===== config.mk =====
export PLATFORM = sky130hd
export DESIGN_NAME = mod_addsub_vec
export DESIGN_NICKNAME = d
export VERILOG_FILES = /design/src/rtl/mod_addsub_vec.sv
export SDC_FILE = /design/constraint.sdc
export NUM_CORES = 2
export LEC_CHECK = 0
export BUFFER_PORTS_ARGS = -buffer_cell sky130_fd_sc_hd__buf_2
export CAP_MARGIN = 25
export CORE_AREA = 2 2 343 345
export DETAILED_ROUTE_END_ITERATION = 8
export DIE_AREA = 0 0 345 347
export HOLD_SLACK_MARGIN = 0.02
export PLACE_DENSITY = 0.6
export SLEW_MARGIN = 20
export SYNTH_ARGS = -nofsm -noshare
export SYNTH_HDL_FRONTEND = slang
export SYNTH_SLANG_ARGS = --single-unit

===== constraint.sdc =====
create_clock -name clk -period 5.8 [get_ports clk]
set_input_delay 0.58 -clock clk [delete_from_list [all_inputs] [get_ports clk]]
set_output_delay 0.58 -clock clk [all_outputs]
set_load 0.01 [all_outputs]

===== src/rtl/mod_addsub_vec.sv =====
// Multi-lane modular add/sub/negate/reduce over Z_Q, run as length-counted jobs.
// Each accepted operand beat yields one result beat two cycles later through a 2-stage pipeline.
module mod_addsub_vec #(
  parameter int W     = 32,
  parameter int LANES = 4,
  parameter int CNT_W = 16
) (
  input  logic               clk,
  input  logic               rst,
  input  logic               start,
  input  logic [1:0]         mode,
  input  logic [CNT_W-1:0]   len,
  input  logic [W-1:0]       Q,
  input  logic               in_valid,
  input  logic [LANES*W-1:0] a,
  input  logic [LANES*W-1:0] b,
  output logic               in_ready,
  output logic               out_valid,
  output logic [LANES*W-1:0] out,
  output logic               ready,
  output logic               done
);

  typedef enum logic [1:0] {IDLE, RUN, DRAIN, FIN} state_t;
  typedef enum logic [1:0] {OP_ADD = 2'b00, OP_SUB = 2'b01, OP_NEG = 2'b10, OP_RED = 2'b11} op_t;

  state_t           state, state_next;
  op_t              op_reg;
  logic [W-1:0]     q_reg;
  logic [CNT_W-1:0] rem;
  logic             accept;
  logic             v1;
  logic [W:0]       s_next [LANES];
  logic [W:0]       s      [LANES];
  logic [LANES-1:0] bz;
  logic [W-1:0]     r_next [LANES];

  assign accept = in_valid && in_ready;

  // NOTE: every output of a combinational block gets a default first so no path leaves it unassigned (no latch).
  always_comb begin
    state_next = state;
    ready      = 1'b0;
    in_ready   = 1'b0;
    case (state)
      IDLE: begin
        ready = 1'b1;
        if (start) state_next = (len == '0) ? FIN : RUN;
      end
      RUN: begin
        in_ready = 1'b1;
        if (in_valid && rem == CNT_W'(1)) state_next = DRAIN;
      end
      // The final beat is in stage 1 on entry; done is registered out of FIN,
      // so it lands in the cycle after that beat leaves stage 2.
      DRAIN:   state_next = FIN;
      FIN:     state_next = IDLE;
      default: state_next = IDLE;
    endcase
  end

  // NOTE: sequential state uses non-blocking assignments so all registers update from pre-edge values.
  always_ff @(posedge clk or negedge rst) begin
    if (!rst) begin
      state  <= IDLE;
      op_reg <= OP_ADD;
      q_reg  <= '0;
      rem    <= '0;
      done   <= 1'b0;
    end else begin
      state <= state_next;
      done  <= (state == FIN);
      if (state == IDLE && start) begin
        q_reg  <= Q;
        op_reg <= op_t'(mode);
        rem    <= len;
      end else if (accept) begin
        rem <= rem - CNT_W'(1);
      end
    end
  end

  always_comb begin
    for (int i = 0; i < LANES; i++) begin
      s_next[i] = '0;
      case (op_reg)
        OP_ADD:  s_next[i] = {1'b0, a[i*W +: W]} + {1'b0, b[i*W +: W]};
        OP_SUB:  s_next[i] = {1'b0, a[i*W +: W]} - {1'b0, b[i*W +: W]};
        OP_NEG:  s_next[i] = {1'b0, q_reg} - {1'b0, b[i*W +: W]};
        default: s_next[i] = {1'b0, a[i*W +: W]};
      endcase
    end
  end

  // Single conditional correction; bit W of s is the borrow for subtraction.
  always_comb begin
    for (int i = 0; i < LANES; i++) begin
      r_next[i] = s[i][W-1:0];
      case (op_reg)
        OP_SUB:  if (s[i][W]) r_next[i] = W'(s[i] + {1'b0, q_reg});
        OP_NEG:  if (bz[i]) r_next[i] = '0;
        default: if (s[i] >= {1'b0, q_reg}) r_next[i] = W'(s[i] - {1'b0, q_reg});
      endcase
    end
  end

  // NOTE: datapath registers are reset too, because out must read zero during and after reset.
  always_ff @(posedge clk or negedge rst) begin
    if (!rst) begin
      v1        <= 1'b0;
      out_valid <= 1'b0;
      bz        <= '0;
      out       <= '0;
      for (int i = 0; i < LANES; i++) s[i] <= '0;
    end else begin
      v1        <= accept;
      out_valid <= v1;
      if (accept) begin
        for (int i = 0; i < LANES; i++) begin
          s[i]  <= s_next[i];
          bz[i] <= (b[i*W +: W] == '0);
        end
      end
      if (v1) begin
        for (int i = 0; i < LANES; i++) out[i*W +: W] <= r_next[i];
      end
    end
  end

endmodule

==> results.txt <==
- Share of synthesized flip-flops with an asynchronous set or reset: 1.00
- For this run the aggregate overflow at the end of global routing stands at 0.
* Arrival time of the worst setup path: 5530 ps
* Design Power: between 40 and 50 mW
- Clk slew on worst S/H paths: roughly 60 ps
- Total iterations of the first detailed-routing run: 6
- Post-layout min period: around 5000 ps
- Overall via count from detail_route: roughly 51000
* Setup Skew: 37.8 ps
- The flow ran to the end, and the final reports show no timing, DRC or antenna violations.
- Avg Vias per Cell: roughly 6.4
* Chip Height: ~350 um
* Most instantiated flip-flop cell in the synthesis netlist: dfrtp_1
- The count of cells in the finished layout, fillers not included, comes to approximately 8000.
* Post-detailed-routing wire length: between 200000 and 250000 um
- Final slew viol count: 0
* Minimum setup slack after placement: between 1000 and 1500 ps
- The worst register-to-register path has a depth of 16.
- Category of the critical setup timing path: register to register
- The count of buffers added on input and output ports is 441.
* Post-layout nets: 7322
- Hold/Removal Path Class: input pin to register
* Area grow syn2layout: 11.9%
- Once the clock tree was built, the resizer swapped 0 gates to a different size.
- CP delay by family, top: compound AO/OA/AOI/OAI gates
* Filler cell count: between 10000 and 15000
* Max Cap Violations: 0
- Post-placement cell count: just under 8000
- The share of the Yosys chip area taken by registers is 0.173.
- Setup repair after global routing missed its margin: no
* H-tree Lvls: 2
- Data required time of the critical path: 6360 ps
- Clock tree from TritonCTS: yes
- Site row count: around 130
* Post-DRT Antenna Nets: 0
- Boundary pin count: 442
- Clock latency on the worst-skew pair: 660 ps
- The worst setup path is captured at a register.
* Power density of the placed cells: approximately 800 nW/um2
- No sink is reached through more buffers than the 3 on the longest clock path.
- Distinct cell type count of the synthesized netlist: around 110
* Critical path peak fanout: 22
* Number of cells on the worst hold path: 2
* Ordered cell list for the critical path: inv_1, ha_2, mux2i_1, ha_1, inv_1, fa_1, a21oi_1, o211ai_1, a2111oi_0, nor2_1, o2111ai_1, a311oi_1, a21boi_0, xnor2_1, a221oi_1, a311oi_1
* Setup violations, final: 0
- Detailed placement finished with a half-perimeter wire length of between 150000 and 200000 um.
- For the pin with the worst max-slew slack, the measured transition is roughly 1100 ps.
- Number of DRC violations after detailed-routing iteration 0: about 6500
- Horizontal die dimension: 345 um
- By area the synthesized netlist is led by dfrtp_1 (17%), ha_1 (14%), a21oi_1 (6.9%).
* IR drop worst, VDD: a little over 0.4 mV
- Hold WS: around 170 ps
- During synthesis, Yosys emitted a total of 0 warnings.
* Headroom to the max-slew limit: 0.292
* Std-Cell Core Area: 116000 um2
- Mapped Avg Cell Area: between 7 and 8 um2
- The critical path runs through a total of 16 cells.
- Number of global-route vias before repair: 47900
- The synthesized design contains between 300 and 400 register bits.
- Total Negative Setup Slacks: 0 ps
- Clock tree root buffer cell: clkbuf_16
- The number of setup buffers added after CTS is 0.
- Yosys top cell area share: 0.173
* Sink Count: between 300 and 400
- Dividing the final minimum period by the clock period gives 0.857.
- Setup WS post-layout: slightly above 800 ps
- The die covers 120000 um2.
- After synthesis the cells add up to 46100 um2.
- In the global route stage, overall resource usage came out at 0.373.
- The biggest area contributor in the post-synthesis netlist is dfrtp_1.
* Largest net degree at the start of global routing: 81
* Total leakage power: 23.0 nW
- Average wire per cell in the routed design: just under 30 um
- Global-route wire length before repair: about 330000 um
* Routability-driven placement congestion ratio: between 1 and 1.5
- Synthesis produced a netlist whose cell count is 6211.
- Buffers inserted during clock tree synthesis total 46.
- The number of antenna violations at the first check in global routing was 20.
* Number of flip-flops under the largest register name: approximately 130
- Remaining design rule violation count: 0
* Critical Path Start Type: register
- Fin. Hold Viols: 0
- The slowest stage of the critical path is the a2111oi_0 cell.
* Worst path bufs/invs: 2
- When the netlist entered floorplanning its net count stood at 7060.
- The synthesized design contains 0 enable-type register cells.
- The initial utilization of the core area, before any placement, comes to 0.398.
- Fraction of layout instances using a drive strength above 1: 0.123
- Achievable frequency: 201 MHz
- On the worst path, the slowest cell contributes a delay of about 700 ps.
[final timing paths]
check | from | end | slack, ps
worst min-delay path | Q[26] | q_reg[26]$_DFFE_PN0P_ | 170
worst min register to register | out[1]$_DFFE_PN0P_ | out[1]$_DFFE_PN0P_ | 480
min in group asynchronous | rst | out[81]$_DFFE_PN0P_ | 520
worst max-delay path | op_reg[0]$_DFFE_PN0P_ | s[125]$_DFFE_PN0P_ | 830
worst max register to register | op_reg[0]$_DFFE_PN0P_ | s[125]$_DFFE_PN0P_ | 830
max in group asynchronous | rst | out[100]$_DFFE_PN0P_ | 4150
[layer usage]
metal / vias up / wire length (um) / GRT usage
li1: 23400 / - / -
met3: 436 / 23600 / 0.0728
met2: 2707 / 94800 / 0.538
met1: 24600 / 101000 / 0.525
met5: - / 56 / 0
met4: 8 / 13200 / 0.193
[logic make-up (layout without fill, tap and decap cells)]
family / after synthesis / after routing / synth area share
AOI/OAI and AO/OA: 2350 / 2350 / 0.334
and+or+nand+nor: 1659 / 1659 / 0.169
buffers and inverters: 806 / 1103 / 0.0680
adders and majority gates: 539 / 539 / 0.149
xor gates and xnor gates: 427 / 427 / 0.0812
DFF: 319 / 319 / 0.173
muxes: 111 / 111 / 0.0257
other: 0 / 16 / 0
[where the power goes]
group          switching [mW]  leakage [nW]  internal [mW]  total, mW
clock                    1.29         0.785           1.93       3.22
sequential               2.21          3.87           3.29       5.50
combinational            20.7          18.4           11.5       32.2
[synth_stat cells, drive strengths merged, types with 62 or more instances]
library cell / count
inv: 454
nor4: 73
nand4: 67
o211ai: 90
buf: 79
a21oi: 640
clkbuf: 267
dfrtp: 319
o21a: 63
nor2: 537
o31ai: 64
a21o: 140
a31oi: 62
nor2b: 75
o21bai: 82
nor3: 134
nand3: 105
a221oi: 115
ha: 523
nand2: 445
o21ai: 573
a211oi: 121
nand2b: 70
xnor2: 323
xor2: 104
[cells in the final DEF, fill, tap and decap left out, types with 25 or more instances in the layout]
| master | synthesis | routed |
|---|---|---|
| inv_1 | 452 | 448 |
| o211ai_1 | 88 | 88 |
| mux2_2 | 58 | 58 |
| o21bai_1 | 81 | 81 |
| or2_2 | 25 | 25 |
| ha_1 | 523 | 518 |
| nor2b_1 | 74 | 73 |
| o31ai_1 | 59 | 59 |
| a221oi_1 | 114 | 114 |
| xor2_1 | 104 | 104 |
| a311oi_1 | 33 | 33 |
| nand3_1 | 105 | 105 |
| nand2b_1 | 70 | 70 |
| nand2_1 | 444 | 441 |
| nor3_1 | 132 | 132 |
| mux2i_1 | 53 | 53 |
| clkbuf_16 | 0 | 49 |
| o21ai_0 | 558 | 558 |
| nand4_1 | 67 | 67 |
| xnor2_1 | 323 | 323 |
| dfrtp_1 | 319 | 318 |
| a211oi_1 | 118 | 117 |
| a21boi_0 | 25 | 25 |
| buf_4 | 10 | 113 |
| a31oi_1 | 61 | 61 |
| and3_1 | 32 | 32 |
| o221ai_1 | 44 | 44 |
| a21o_1 | 140 | 140 |
| nor2_1 | 537 | 536 |
| nor4_1 | 72 | 72 |
| buf_2 | 43 | 440 |
| o21a_1 | 63 | 63 |
| o2bb2ai_1 | 27 | 27 |
| a21oi_1 | 637 | 637 |
[final cells by class]
type	instances	area (um2)	area share
well taps	1524	1910	0.0370
flip-flops and latches	319	7990	0.155
inverters	460	1730	0.0336
diodes	16	40.0	0.000777
clock inverters	21	308	0.00597
repair buffers	560	3180	0.0616
clock buffers	62	1350	0.0261
multi-input cells	5086	35000	0.680
[through the flow]
| stage | area, um2 | util |
|---|---|---|
| finish | 51500 | 0.445 |
| global route | 51500 | 0.445 |
| CTS | 51500 | 0.445 |
| detailed placement | 49800 | 0.431 |
| global placement | 49800 | 0.431 |
| floorplan | 46100 | - |
[worst register-to-register path, delay by kind of cell (launching register included)]
family	cells	cell delay (ps)
compound gates	8	2380
xor+xnor	1	150
fa+ha+maj	3	1140
buf+inv	2	260
flops	1	440
mux	1	330
simple gates	1	190
[repair_timing]
action,in CTS,in global routing
hold buffers,1,0
endpoints found under the setup margin,0,0
hold endpoints to repair,40,0
No activity file was read; power rests on OpenSTA's default activity.
